===== src/rtl/vm2_vic.sv =====
// vm2_vic -- vectored interrupt controller for the 1801VM2 processor module.
//
// It collects NREQ level-sensitive peripheral requests and arbitrates them by
// fixed priority, with index 0 the highest. It raises the CPU's vectored
// request line, then answers the CPU's vector-fetch strobe with the winning
// vector and a one-cycle acknowledge pulse to that source.
//
// Ports:
//   clk_p      system clock, rising edge
//   rst_n      asynchronous active-low reset
//   init_i     synchronous bus init; same effect as reset
//   irq_i      level request per source (bit i = source i)
//   mask_i     per-source enable (1 = enabled)
//   vec_i      16-bit vector per source, source i at [16i+15:16i]
//   virq_o     vectored interrupt request to the CPU
//   istb_i     vector-fetch strobe from the CPU
//   ivec_o     vector presented to the CPU
//   iack_o     vector valid / acknowledge to the CPU
//   src_ack_o  one-cycle acknowledge pulse to the winning source
//   busy_o     high while in ACK or DONE
module vm2_vic #(
  parameter int          NREQ     = 8,
  parameter logic [15:0] SPUR_VEC = 16'o000000
) (
  input  logic              clk_p,
  input  logic              rst_n,
  input  logic              init_i,
  input  logic [NREQ-1:0]   irq_i,
  input  logic [NREQ-1:0]   mask_i,
  input  logic [NREQ*16-1:0] vec_i,
  output logic              virq_o,
  input  logic              istb_i,
  output logic [15:0]       ivec_o,
  output logic              iack_o,
  output logic [NREQ-1:0]   src_ack_o,
  output logic              busy_o
);

  localparam int IW = (NREQ > 1) ? $clog2(NREQ) : 1;

  typedef enum logic [1:0] {IDLE, REQ, ACK, DONE} state_t;

  state_t          state, state_n;
  logic [IW-1:0]   winner, winner_n;
  logic            virq_n, iack_n, busy_n;
  logic [15:0]     ivec_n;
  logic [NREQ-1:0] src_ack_n;

  logic [NREQ-1:0] pend;
  logic            has_pend;
  logic [IW-1:0]   low;
  logic [15:0]     grant_vec;
  logic [NREQ-1:0] grant_ack;

  assign pend     = irq_i & mask_i;
  assign has_pend = |pend;

  // Scanning from the top down lets the lowest set index overwrite the
  // others, so the result is the highest-priority pending source.
  always_comb begin : lowest_enc
    low = '0;
    for (int i = NREQ - 1; i >= 0; i--) begin
      if (pend[i]) low = IW'(i);
    end
  end

  // The grant is taken from pend as it stands at the strobe edge. A strobe
  // with nothing pending gets the spurious vector and no source pulse.
  assign grant_vec = has_pend ? vec_i[16*int'(low) +: 16] : SPUR_VEC;
  assign grant_ack = has_pend ? (NREQ'(1) << low) : '0;

  always_comb begin : next_state
    // NOTE: every output of this block gets a default before the case
    // statement, so no path leaves a value unassigned and no latch is inferred.
    state_n   = state;
    winner_n  = winner;
    virq_n    = 1'b0;
    ivec_n    = ivec_o;
    iack_n    = iack_o;
    src_ack_n = '0;

    unique case (state)
      IDLE, REQ: begin
        if (istb_i) begin
          // A strobe in IDLE covers a CPU fetch that arrives without virq.
          state_n   = ACK;
          winner_n  = low;
          ivec_n    = grant_vec;
          iack_n    = 1'b1;
          src_ack_n = grant_ack;
        end else if (has_pend) begin
          // Re-evaluated every cycle in REQ, so a higher-priority arrival
          // preempts before the strobe.
          state_n  = REQ;
          winner_n = low;
          virq_n   = 1'b1;
        end else begin
          state_n = IDLE;
        end
      end
      ACK: begin
        // ivec_o and iack_o hold by default, so a vec_i change is not seen.
        if (!istb_i) begin
          state_n = DONE;
          iack_n  = 1'b0;
          ivec_n  = '0;
        end
      end
      DONE: begin
        // One holdoff cycle so the acknowledged source can drop irq_i.
        state_n = IDLE;
      end
      default: state_n = IDLE;
    endcase

    if (init_i) begin
      state_n   = IDLE;
      winner_n  = '0;
      virq_n    = 1'b0;
      ivec_n    = '0;
      iack_n    = 1'b0;
      src_ack_n = '0;
    end

    busy_n = (state_n == ACK) || (state_n == DONE);
  end

  // NOTE: this design has no memories. Every state bit is a plain flop and is
  // cleared by the asynchronous reset.
  always_ff @(posedge clk_p or negedge rst_n) begin
    if (!rst_n) begin
      state     <= IDLE;
      winner    <= '0;
      virq_o    <= 1'b0;
      ivec_o    <= '0;
      iack_o    <= 1'b0;
      src_ack_o <= '0;
      busy_o    <= 1'b0;
    end else begin
      // NOTE: sequential state uses non-blocking assignments, so all flops
      // update together from values computed before the edge.
      state     <= state_n;
      winner    <= winner_n;
      virq_o    <= virq_n;
      ivec_o    <= ivec_n;
      iack_o    <= iack_n;
      src_ack_o <= src_ack_n;
      busy_o    <= busy_n;
    end
  end

endmodule


===== config.mk =====
export PLATFORM = sky130hd
export DESIGN_NAME = vm2_vic
export DESIGN_NICKNAME = d
export VERILOG_FILES = /design/src/rtl/vm2_vic.sv
export SDC_FILE = /design/constraint.sdc
export NUM_CORES = 1
export LEC_CHECK = 0
export BUFFER_PORTS_ARGS = -buffer_cell sky130_fd_sc_hd__buf_2
export CAP_MARGIN = 20
export CORE_UTILIZATION = 44
export DETAILED_ROUTE_END_ITERATION = 12
export GPL_TIMING_DRIVEN = 0
export PLACE_DENSITY = 0.87
export SLEW_MARGIN = 40
export SYNTH_ARGS = -nofsm -noshare
export SYNTH_HDL_FRONTEND = slang
export SYNTH_SLANG_ARGS = --single-unit

===== constraint.sdc =====
create_clock -name clk_p -period 2.75 [get_ports clk_p]
set_clock_uncertainty 0.1 [all_clocks]
set_input_delay 0.55 -clock clk_p [delete_from_list [all_inputs] [get_ports clk_p]]
set_output_delay 0.55 -clock clk_p [all_outputs]
set_load 0.005 [all_outputs]

# Yosys cells after proc, flatten, opt, wreduce, memory -nomap -nowiden
# Cells that the tools add are included.
[totals] inputBits=148 register_bits=29
[op_classes] reduce_logical=6 eq_ne=7 n_mux=30 n_bitwise=1 shifts=2
[ops] operator="$shiftx A128 B8 Y16" n=1
[ops] operator="$mux W16" n=4
[ops] operator="$mux W8" n=4
[ops] operator="$pmux W16 S2" n=1
[ops] operator="$mux W3" n=8
[ops] operator="$and A8 B8 Y8" n=1
[ops] operator="$eq A2 B2 Y1 const B" n=4
[ops] operator="$mux W1" n=8
[ops] operator="$reduce_or A8 Y1" n=1
[ops] operator="$shl A1 B3 Y8 const A" n=1
[ops] operator="$mux W2" n=3
[ops] operator="$ne A3 B3 Y1 const B" n=2
[ops] operator="$pmux W2 S3" n=1
[ops] operator="$reduce_and A3 Y1" n=1
[ops] operator="$reduce_bool A3 Y1" n=1
[ops] operator="$eq A2 B1 Y1 const B" n=1
[ops] operator="$logic_not A2 Y1" n=1
[ops] operator="$pmux W1 S2" n=1
[ops] operator="$reduce_or A2 Y1" n=1
[ops] operator="$logic_or A1 B1 Y1" n=1

# Logic depth before layout (Yosys ltp)
# Gate-level depths: netlist of the first run.
[depth] ltp_word=14 mapped_depth=8 ltp_nobuf=6

# Worst setup path before layout of the first run
# Ideal clock, no wire load.
[synth_path] path_type="input-to-reg" start="input port irq_i[4]" end="register ivec_o[10]" path_stages=7 setup_ns=0.124 t_arrival_ns=1.815 t_required_ns=2.526 setup_slack_ns=0.711 cell_sequence="a22oi_2 > nand2_1 > a21oi_4 > buf_6 > mux2i_1 > mux2i_1 > a211o_1"
[synth_between] elab_chain_cells=11 word_cells_on_any_way=12
[synth_rtl] element="start: declaration" line_no="28" source="input logic [NREQ-1:0] irq_i,"
[synth_rtl] element="$and A8 B8 Y8 *" line_no="55" source="assign pend = irq_i & mask_i;"
[synth_rtl] element="$mux W3 (5 in a row)" line_no="63" source="if (pend[i]) low = IW'(i);"
[synth_rtl] element="$shiftx A128 B8 Y16" line_no="69" source="assign grant_vec = has_pend ? vec_i[16*int'(low) +: 16] : SPUR_VEC;"
[synth_rtl] element="$mux W16 *" line_no="69"
[synth_rtl] element="$mux W16 *" line_no="84" source="if (istb_i) begin"
[synth_rtl] element="$pmux W16 S2 *" line_no="82" source="unique case (state)"
[synth_rtl] element="$mux W16 *" line_no="116" source="if (init_i) begin"
[synth_rtl] element="end signal: assignment" line_no="145" source="ivec_o <= ivec_n;"
[synth_rtl] element="end: declaration" line_no="33" source="output logic [15:0] ivec_o,"
# Mark *: on every way between the ends. The rest lies on a longest branch, timed or not. The select of a mux whose other input is x is not followed.
# A chain may end at the register's enable or synchronous reset.

# Worst setup path in the final report of the first run
[layout_path] start="input port irq_i[0]" end="register ivec_o[0]"
[layout_between] elab_chain_cells=7 word_cells_on_any_way=8
[layout_rtl] element="$and A8 B8 Y8 *" line_no="55"
[layout_rtl] element="$mux W3" line_no="63"
[layout_rtl] element="$shiftx A128 B8 Y16" line_no="69"
[layout_rtl] element="$mux W16 *" line_no="69"
[layout_rtl] element="$mux W16 *" line_no="84"
[layout_rtl] element="$pmux W16 S2 *" line_no="82"
[layout_rtl] element="$mux W16 *" line_no="116"
# Marked as above.

==> qor.yml, run 1 <==
worst_setup_path:
  crit_slowest_cell: "clkbuf_1"
  cp.arrival_ns: 2.21
  worstPathRequired_ns: 2.82
  crit_path_start_kind: "primary input"
  path_cells: "buf_2, nand2_1, nand2_1, and2b_1, nand3_1, clkbuf_1, o21ai_0, a211o_1"
  path_delay_family: "simple AND/OR/NAND/NOR gates"
  cp_num_buf_inv: 2
  critPathMaxFanout: 10
  critical_path_class: "primary input to register"
  cp-end-kind: "register"
  cp_slowest_stage_delay_ns: 0.44
  crit_path_frequent_cell: "nand2_1"
sta:
  worst_pin_slew_ns: 0.683
  finalHoldViolCount: 0
  clock.fmax_ghz: 0.468
  fin_tns_setup_ns: 0
  post-route-min-period_ns: 2.14
  rsz0062_at_grt: "false"
  maxSlewHeadroom: 0.543
  fin_crit_sh: 0.777
  finalSetupViolCount: 0
  drv_slew: 0
yosys:
  async_reset_ff_frac: 1.00
  synth_most_common_cell: "mux2i_1"
  synth_ff_type: "dfrtp_1"
  synth.ff_latch_count: 29
  synth_top_area_frac: 0.347
  synth_nets: 385
  seq_area_frac_synth: 0.315
  netlist_area_um2: 2310
  yosys.area.top_type: "mux2i_1"
  synth_edf_count: 0
  synthTopCellsByCount: "mux2i_1 (80), dfrtp_1 (29), nor2_1 (29)"
  synth_area_leaders: "mux2i_1 (35%), dfrtp_1 (31%), a211o_1 (6.1%)"
  synth_cell_types: 32
  syn_avg_cell_area_um2: 9.73
  synthCells: 237
  yosysWarnings: 0
placement:
  dpl.hpwl_um: 5870
  port-buffer-count: 174
  numPlacedInstances: 478
  place.gp.congestion: 0.816
floorplanning:
  die_h_um: 74.4
  die-area_um2: 5530
  core_um2: 4880
  die_x_um: 74.4
  num_rows: 25
  io_pins: 175
  start_util: 0.473
global_route:
  grt_pass1_wl_um: 11000
  grt_usage: 0.269
  grt_pass1_vias: 2437
  met3_usage: 0.0569
  use_met1: 0.310
  grt_max_degree: 30
  grt_antenna_before_repair: 1
  use_met2: 0.476
  grt-ovfl-total: 0
  grt-busiest-layer: "met2"
finish:
  num-nets-final: 566
  instances_no_fill: 486
  final_layout_size_suffix_gt1_frac: 0.475
  diodes: 0
  area_growth_pct: 45.0
power:
  seq_power_share: 0.365
  power_per_cell_area_nw_per_um2: 387
  p_sw_mw: 0.409
  p_clk_frac: 0.265
  vdd_drop_max_mv: 0.287
  power_frac_comb: 0.371
  swShare: 0.317
  p_int_mw: 0.883
  leakagePower_nw: 2.04
clock_tree:
  cts_resized: 0
  cts_tree: "done"
  clkTransAtPathRegs_ns: 0.07
  cts_max_path_buffers: 2
  worstSkewPairLatency_ns: 0.27
  cts_buffers: 5
  htree_num_levels: 2
  cts_sinks: 29
  postCtsHoldBufs: 0
  clockRootBuffer: "clkbuf_8"
  cts_setup_buffers: 0
route:
  drt-total-wl_um: 7350
  vias_per_cell: 5.24
  drt_iter0_drc: 118
  drtAntennaViolNets: 0
  vias: 2545
  wire_per_inst_um: 15.1
  drc: 0
  dr.pass1.iters: 4
run:
  cap_violations: 0
worst_hold_path:
  min_path_type: "primary input to async pin"
run_status:
  status: "complete, no violations"
## per-layer routing
layer  up-vias  share of wire
li1       1228              -
met1      1161           0.40
met2       132           0.51
met3        22          0.065
met4         2          0.026
met5         -         0.0014
## flip-flops by register name (all words and copies together) (netlist names)
signal / cells
ivec_o: 16
src_ack_o: 8
state: 2
busy_o: 1
iack_o: 1
virq_o: 1
## placed cells by master, fill, tap and decap left out, types with 2 or more instances in the layout
cell type / n
nand2_1: 28
nor2_1: 29
clkbuf_1: 3
and2_1: 2
dfrtp_1: 29
buf_2: 175
buf_12: 2
a211oi_1: 2
nor3_1: 2
clkbuf_8: 5
a211o_1: 16
clkinv_2: 2
buf_6: 7
mux2i_1: 80
nand3_1: 2
o21ai_0: 17
## power by group through the flow
stage | clock network [mW] | registers (mW) | logic (mW)
floorplan | 0 | 0.481 | 0.277
global placement | 0 | 0.477 | 0.472
detailed placement | 0 | 0.479 | 0.481
CTS | 0.349 | 0.471 | 0.483
global route | 0.363 | 0.474 | 0.521
finish | 0.342 | 0.471 | 0.479
## worst register-to-register path: cells and delay by family, from the launching register on
family / cells / cell delay, ns
buf+inv: 1 / 0.48
flops: 1 / 0.45
compound gates: 2 / 0.22
simple gates: 3 / 0.69
## cell families after synthesis
kind of cell	Yosys count	synth area share
buffers and inverters	14	0.0619
AO/OA/AOI/OAI	42	0.139
flip-flops	29	0.315
multiplexers	80	0.347
AND/OR/NAND/NOR	72	0.137
## path summary, 6_finish.rpt
kind                                               end  depth (start not counted)  slack, ns                from
max in group asynchronous       src_ack_o[4]$_DFF_PN0_                          1       1.92               rst_n
worst min register to register      state[1]$_DFF_PN0_                          1       0.43  state[0]$_DFF_PN0_
worst max register to register   ivec_o[0]$_DFFE_PN0P_                          6       0.75  state[1]$_DFF_PN0_
worst min-delay path             ivec_o[4]$_DFFE_PN0P_                          1       0.20               rst_n
worst max-delay path             ivec_o[0]$_DFFE_PN0P_                          8       0.61            irq_i[0]
min in group clk_p                    virq_o$_DFF_PN0_                          2       0.41              istb_i
## stage by stage
step	hold slack, ns	cell area (um^2)	worst slack, ns	utilization	total power [mW]
2_1_floorplan	0.154	2310	0.711	-	0.758
3_3_place_gp	0.415	3260	0.360	0.668	0.949
3_5_place_dp	0.420	3260	0.333	0.668	0.960
4_1_cts	0.210	3340	0.637	0.685	1.30
5_1_grt	0.251	3340	0.485	0.685	1.36
6_report	0.203	3340	0.614	0.685	1.29
## cell type report
| type | instances | area (um^2) |
|---|---|---|
| multi-input cells | 194 | 1440 |
| fillers | 400 | 1540 |
| well taps | 67 | 83.8 |
| plain buffers | 13 | 139 |
| inverters | 1 | 3.75 |
| clock inverters | 2 | 10.0 |
| flip-flops and latches | 29 | 726 |
| repair buffers | 174 | 871 |
| clock buffers | 6 | 72.6 |
(Power assumes the default switching activity.)
==> run 2, diff against run 1 <==
--- a/config.mk
+++ b/config.mk
@@ -7,10 +7,10 @@
 export LEC_CHECK = 0
 export BUFFER_PORTS_ARGS = -buffer_cell sky130_fd_sc_hd__buf_2
 export CAP_MARGIN = 20
-export CORE_UTILIZATION = 44
+export CORE_UTILIZATION = 37
 export DETAILED_ROUTE_END_ITERATION = 12
 export GPL_TIMING_DRIVEN = 0
-export PLACE_DENSITY = 0.87
+export PLACE_DENSITY = 0.78
 export SLEW_MARGIN = 40
 export SYNTH_ARGS = -nofsm -noshare
 export SYNTH_HDL_FRONTEND = slang
==> constraint.sdc (replaced) <==
create_clock -name clk_p -period 1.8 [get_ports clk_p]
set_clock_uncertainty 0.1 [all_clocks]
set_input_delay 0.36 -clock clk_p [delete_from_list [all_inputs] [get_ports clk_p]]
set_output_delay 0.36 -clock clk_p [all_outputs]
set_load 0.005 [all_outputs]
==> qor.yml, run 2 (synthesized netlist as in run 1, its figures left out) <==
worst_hold_path:
  min_path_type: "primary input to async pin"
power:
  seq_power_share: 0.290  # -0.075
  leakagePower_nw: 2.21  # +8.8%
  swShare: 0.283  # -0.0331
  power_frac_comb: 0.384  # +0.013
  vdd_drop_max_mv: 0.428  # +49%
  p_int_mw: 1.78  # +100%
  p_sw_mw: 0.704  # +72%
  power_per_cell_area_nw_per_um2: 650  # +68%
  p_clk_frac: 0.326  # +0.061
route:
  wire_per_inst_um: 16.5  # +9.5%
  vias: 2617  # +2.8%
  drt-total-wl_um: 8440  # +15%
  drt_iter0_drc: 71  # -40%
  drtAntennaViolNets: 0  # unchanged
  vias_per_cell: 5.13  # -2.0%
  drc: 0  # unchanged
  dr.pass1.iters: 4  # unchanged
finish:
  area_growth_pct: 65.8
  top_regs: "ivec_o: 16 flops, src_ack_o: 8 flops, state: 2 flops"
  largest_reg_flops: 16  # unchanged
  num-nets-final: 582  # +2.8%
  diodes: 0  # unchanged
  fill_cells: 518  # +30%
  final_cell_mix: "buf_2 (172), mux2i_1 (68), dfrtp_1 (28)"
  final_layout_size_suffix_gt1_frac: 0.561  # +0.0860
  largest_register: "ivec_o"
  postLayoutCellArea_um2: 3820  # +14%
  final_common_cell: "buf_2"
  post-route-util: 0.642  # -0.0433
global_route:
  grt_pass1_vias: 2562  # +5.1%
  grt_antenna_before_repair: 0  # -1
  grt-ovfl-total: 0  # unchanged
  grt_usage: 0.245  # -0.0237
  grt_pass1_wl_um: 11900  # +7.9%
  grt_max_degree: 30  # unchanged
worst_setup_path:
  r2r-end: "ivec_o[1]$_DFFE_PN0P_"
  path_cells: "buf_8, a22oi_2, nand2_2, a21oi_4, buf_12, buf_12, mux2i_2, mux2i_1, a211o_1"
  path_delay_family: "compound AO/OA/AOI/OAI gates"
  r2r_slack_ns: 0.09  # -0.66 ns
  cp-end-kind: "register"
  cp_slowest_stage_delay_ns: 0.27  # -0.17 ns
  crit_path_frequent_cell: "buf_12"
  critPathMaxFanout: 8  # -2
  crit_path_start_kind: "primary input"
  r2r_cells: 6  # unchanged
  crit_slowest_cell: "a211o_1"
  critical_path_class: "primary input to register"
  cp_num_buf_inv: 3  # +1
  timing.rr.start: "state[1]$_DFF_PN0_"
  cp.arrival_ns: 1.85  # -0.36 ns
  worstPathRequired_ns: 1.87  # -0.95 ns
clock_tree:
  cts_max_path_buffers: 2  # unchanged
  cts_buffers: 5  # unchanged
  postCtsHoldBufs: 0  # unchanged
  clkTransAtPathRegs_ns: 0.07  # about the same
  clockRootBuffer: "clkbuf_8"
  htree_num_levels: 2  # unchanged
  cts_tree: "done"
  worstSkewPairLatency_ns: 0.28  # about the same
  cts_sinks: 29  # unchanged
sta:
  clock.fmax_ghz: 0.562
  finalSetupViolCount: 0  # unchanged
  worst_pin_slew_ns: 0.663  # -0.0205 ns
  maxSlewHeadroom: 0.558  # +0.0153
  post-route-min-period_ns: 1.78
  fin_crit_sh: 0.989
  drv_slew: 0  # unchanged
  finalHoldViolCount: 0  # unchanged
floorplanning:
  die_h_um: 80.9  # +8.8%
  die-area_um2: 6550  # +18%
  num_rows: 28  # +12%
  io_pins: 175  # unchanged
  start_util: 0.387  # -0.0854
  core_um2: 5960  # +22%
  die_x_um: 80.9  # +8.8%
placement:
  place_area_um2: 3270  # +0.31%
  dpl.hpwl_um: 6170  # +5.1%
  place.gp.congestion: 0.812  # -0.47%
  port-buffer-count: 174  # unchanged
run_status:
  status: "complete, no violations"
run:
  cap_violations: 0  # unchanged
## run 2: final cells by class
| class | instances | area [um^2] | share of cell area |
|---|---|---|---|
| repair buffers | 191 | 1140 | 0.300 |
| clock inverters | 3 | 65.1 | 0.0170 |
| well taps | 75 | 93.8 | 0.0245 |
| multi-input cells | 194 | 1550 | 0.407 |
| inverters | 1 | 3.75 | 0.000982 |
| flip-flops and latches | 29 | 727 | 0.190 |
| plain buffers | 12 | 165 | 0.0432 |
| clock buffers | 5 | 68.8 | 0.0180 |
## run 2: how the worst max path moves through the flow
stage	to	cells after the start	startpoint
floorplan	ivec_o[10]$_DFFE_PN0P_	7	irq_i[4]
global placement	ivec_o[3]$_DFFE_PN0P_	8	irq_i[4]
detailed placement	ivec_o[1]$_DFFE_PN0P_	8	irq_i[4]
CTS	ivec_o[1]$_DFFE_PN0P_	9	mask_i[4]
global route	ivec_o[7]$_DFFE_PN0P_	9	irq_i[5]
finish	ivec_o[13]$_DFFE_PN0P_	9	irq_i[4]
## run 2: worst reg2reg max path: stages (launching register included)
cell and delay [ns]:
dfrtp_2 0.47, nor3b_2 0.20, nor3_4 0.30, clkbuf_4 0.31, nand2_1 0.07, o21ai_0 0.07
a211o_1 0.13
## run 2: routing by layer
| metal | track usage | part of all wire | vias up |
|---|---|---|---|
| met4 | 0.0857 | 0.019 | 0 |
| met1 | 0.273 | 0.39 | 1212 |
| met5 | 0 | 0 | - |
| met2 | 0.447 | 0.53 | 122 |
| li1 | - | - | 1265 |
| met3 | 0.0640 | 0.063 | 18 |
## run 2: stage by stage
step	worst slack [ns]	hold WS, ns	power [mW]	instances	setup TNS (ns)
after global routing	-0.00484	0.0518	2.61	510	-0.00581
after detailed placement	-0.412	0.333	1.48	486	-6.05
final	0.0195	0.00987	2.49	510	0
after CTS	-0.0116	0.0305	2.36	499	-0.0116
after floorplan	-0.0236	-0.0356	1.16	237	-0.0236
after global placement	-0.367	0.330	1.46	486	-5.25
## run 2: timing repair
item	CTS	global route
resized for setup	19	40
cloned	1	6
hold endpoints to repair	0	0
pin swaps	5	7
endpoints found under the setup margin	15	16
setup buffers	4	6
## run 2: power by group through the flow
stage          Combinational, mW  Clock [mW]  Sequential [mW]
2_1_floorplan              0.425           0            0.734
3_3_place_gp               0.733           0            0.729
3_5_place_dp               0.746           0            0.732
4_1_cts                    0.814       0.824            0.720
5_1_grt                     1.02       0.865            0.725
6_report                   0.954       0.811            0.721
==> run 3, diff against run 2 <==
--- a/config.mk
+++ b/config.mk
@@ -5,9 +5,12 @@
 export SDC_FILE = /design/constraint.sdc
 export NUM_CORES = 1
 export LEC_CHECK = 0
+export ABC_AREA = 1
 export BUFFER_PORTS_ARGS = -buffer_cell sky130_fd_sc_hd__buf_2
 export CAP_MARGIN = 20
-export CORE_UTILIZATION = 37
+export CORE_ASPECT_RATIO = 0.75
+export CORE_UTILIZATION = 40
+export CTS_CLUSTER_DIAMETER = 40
 export DETAILED_ROUTE_END_ITERATION = 12
 export GPL_TIMING_DRIVEN = 0
 export PLACE_DENSITY = 0.78
==> qor.yml, run 3 <==
floorplanning:
  start_util: 0.421  # +0.0343
  num_rows: 26  # -7.1%
  core_um2: 6930  # +16%
  io_pins: 175  # unchanged
  die_x_um: 101  # +24%
  die_h_um: 76.0  # -6.1%
  die-area_um2: 7650  # +17%
power:
  leakagePower_nw: 2.68  # +21%
  power_per_cell_area_nw_per_um2: 551  # -15%
  p_total_mw: 2.26  # -9.0%
  vdd_drop_max_mv: 0.355  # -17%
route:
  dr.pass1.iters: 4  # unchanged
  wire_per_inst_um: 12.4  # -25%
  vias: 3798  # +45%
  drt_iter0_drc: 199  # +180%
  drtAntennaViolNets: 0  # unchanged
  drt-total-wl_um: 9930  # +18%
  vias_per_cell: 4.73  # -7.8%
  drc: 0  # unchanged
finish:
  area_growth_pct: 40.5
  top_regs: "ivec_o: 16 flops, src_ack_o: 8 flops, state: 2 flops"
  num-nets-final: 853  # +47%
  largest_register: "ivec_o"
  diodes: 0  # unchanged
  largest_reg_flops: 16  # unchanged
  instances_no_fill: 803  # +57%
  final_cell_mix: "nand2_1 (220), buf_2 (181), inv_1 (81)"
  final_common_cell: "nand2_1"
  final_layout_size_suffix_gt1_frac: 0.326  # -0.235
worst_setup_path:
  cp-end-kind: "register"
  critical_path_class: "primary input to register"
  critPathMaxFanout: 5  # -3
  timing.rr.start: "state[1]$_DFF_PN0_"
  cp.arrival_ns: 1.81  # -0.04 ns
  r2r_cells: 9  # +3
  cp_slowest_stage_delay_ns: 0.24  # -0.03 ns
  path_cells: "buf_2, nand2_2, inv_2, nand2_1, nand2_1, nand2_1, nand2_1, nand2_2, nand4_1, buf_4, buf_4, nor2_2, nor2_1, nand3_1, nand2_1, nand2_1, nand2_1"
  crit_path_frequent_cell: "nand2_1"
  crit_path_start_kind: "primary input"
  crit_slowest_cell: "nand4_1"
  r2r-end: "ivec_o[3]$_DFFE_PN0P_"
  worstPathRequired_ns: 1.87  # about the same
  r2r_slack_ns: 0.18  # +0.09 ns
sta:
  fin_crit_sh: 0.966  # -0.0229
  post-route-min-period_ns: 1.74  # -0.0413 ns
  finalSetupViolCount: 0  # unchanged
  maxSlewHeadroom: 0.578  # +0.0193
  rsz0062_at_grt: "true"
  clock.fmax_ghz: 0.575  # +2.4%
  finalHoldViolCount: 0  # unchanged
  worst_pin_slew_ns: 0.634  # -0.0289 ns
  drv_slew: 0  # unchanged
clock_tree:
  htree_num_levels: 2  # unchanged
  cts_sinks: 29  # unchanged
  clockRootBuffer: "clkbuf_8"
  clkTransAtPathRegs_ns: 0.06  # about the same
  cts_buffers: 5  # unchanged
  cts_max_path_buffers: 2  # unchanged
  cts_tree: "done"
  worstSkewPairLatency_ns: 0.27  # about the same
  postCtsHoldBufs: 0  # unchanged
placement:
  port-buffer-count: 174  # unchanged
  dpl.hpwl_um: 8110  # +31%
  place.gp.congestion: 0.985  # +21%
  numPlacedInstances: 791  # +63%
yosys:
  seq_area_frac_synth: 0.249  # -0.0662
  netlist_area_um2: 2920  # +27%
  synth.ff_latch_count: 29  # unchanged
  yosysWarnings: 0  # unchanged
  synth_nets: 667  # +73%
  async_reset_ff_frac: 1.00  # unchanged
  synth_area_leaders: "nand2_1 (29%), dfrtp_1 (25%), inv_1 (10%)"
  synthTopCellsByCount: "nand2_1 (222), inv_1 (81), nor2_1 (47)"
  synth_cell_types: 28  # -13%
  syn_avg_cell_area_um2: 5.63  # -42%
  synth_ff_type: "dfrtp_1"
  synth_top_area_frac: 0.285  # -0.0619
  yosys.area.top_type: "nand2_1"
  synthCells: 519  # +120%
  synth_edf_count: 0  # unchanged
  synth_most_common_cell: "nand2_1"
run:
  cap_violations: 0  # unchanged
global_route:
  grt_pass1_vias: 3577  # +40%
  grt-ovfl-total: 0  # unchanged
  grt_max_degree: 30  # unchanged
  grt_pass1_wl_um: 16100  # +36%
  grt_usage: 0.263  # +0.0178
  grt_antenna_before_repair: 0  # unchanged
worst_hold_path:
  min_path_type: "primary input to async pin"
run_status:
  status: "complete, no violations"
run 3: cell type report:
cell class	instances	area [um^2]
Fill cell	740	2830
Multi-Input combinational cell	375	1750
Timing Repair Buffer	179	908
Sequential cell	29	726
Inverter	92	348
Buffer	23	161
Tap cell	98	123
Clock buffer	7	86.3
run 3: per-stage QoR:
step,setup TNS [ns],hold WS (ns),util,area [um^2],setup WS [ns]
after floorplan,0,-0.0356,-,2920,0.103
after global placement,-5.70,0.310,0.565,3910,-0.430
after detailed placement,-5.48,0.314,0.565,3910,-0.403
after CTS,0,0.0176,0.580,4020,0.00513
after global routing,-0.0750,0.0494,0.592,4100,-0.0623
final,0,0.00142,0.592,4100,0.0608
run 3: cells by family (layout without fill, tap and decap cells):
group / after synthesis / after routing / share of synthesized area
compound gates: 13 / 13 / 0.0291
flops: 29 / 29 / 0.249
buf+inv: 115 / 301 / 0.165
simple gates: 362 / 362 / 0.557
run 3: power breakdown:
group          switching, mW  internal (mW)
Combinational          0.580          0.418
Clock                  0.232          0.303
Sequential            0.0267          0.702
run 3: what timing repair did:
action                                  4_1_cts  5_1_grt
pin swaps                                     1        3
endpoints found under the setup margin       12       16
buffers inserted                              1        4
gates resized for setup                       3       20
gates cloned                                  0        0
run 3: layer usage:
| metal | global-route usage | vias to the layer above | wire, um |
|---|---|---|---|
| li1 | - | 1940 | - |
| met5 | 0 | - | 0 |
| met2 | 0.445 | 170 | 4540 |
| met1 | 0.357 | 1677 | 4500 |
| met3 | 0.0339 | 11 | 773 |
| met4 | 0.0580 | 0 | 111 |
run 3: worst max-delay path by stage:
stage / start / end / slack (ns)
6_report: irq_i[7] / ivec_o[6]$_DFFE_PN0P_ / 0.06
5_1_grt: irq_i[7] / ivec_o[6]$_DFFE_PN0P_ / -0.06
4_1_cts: irq_i[7] / ivec_o[9]$_DFFE_PN0P_ / 0.005
3_5_place_dp: irq_i[0] / ivec_o[9]$_DFFE_PN0P_ / -0.40
3_3_place_gp: irq_i[0] / ivec_o[4]$_DFFE_PN0P_ / -0.43
2_1_floorplan: irq_i[7] / ivec_o[0]$_DFFE_PN0P_ / 0.10
run 3: critical path: cells and delay by family:
| family | cells | cell delay [ns] |
|---|---|---|
| buf+inv | 4 | 0.50 |
| simple gates | 13 | 0.93 |
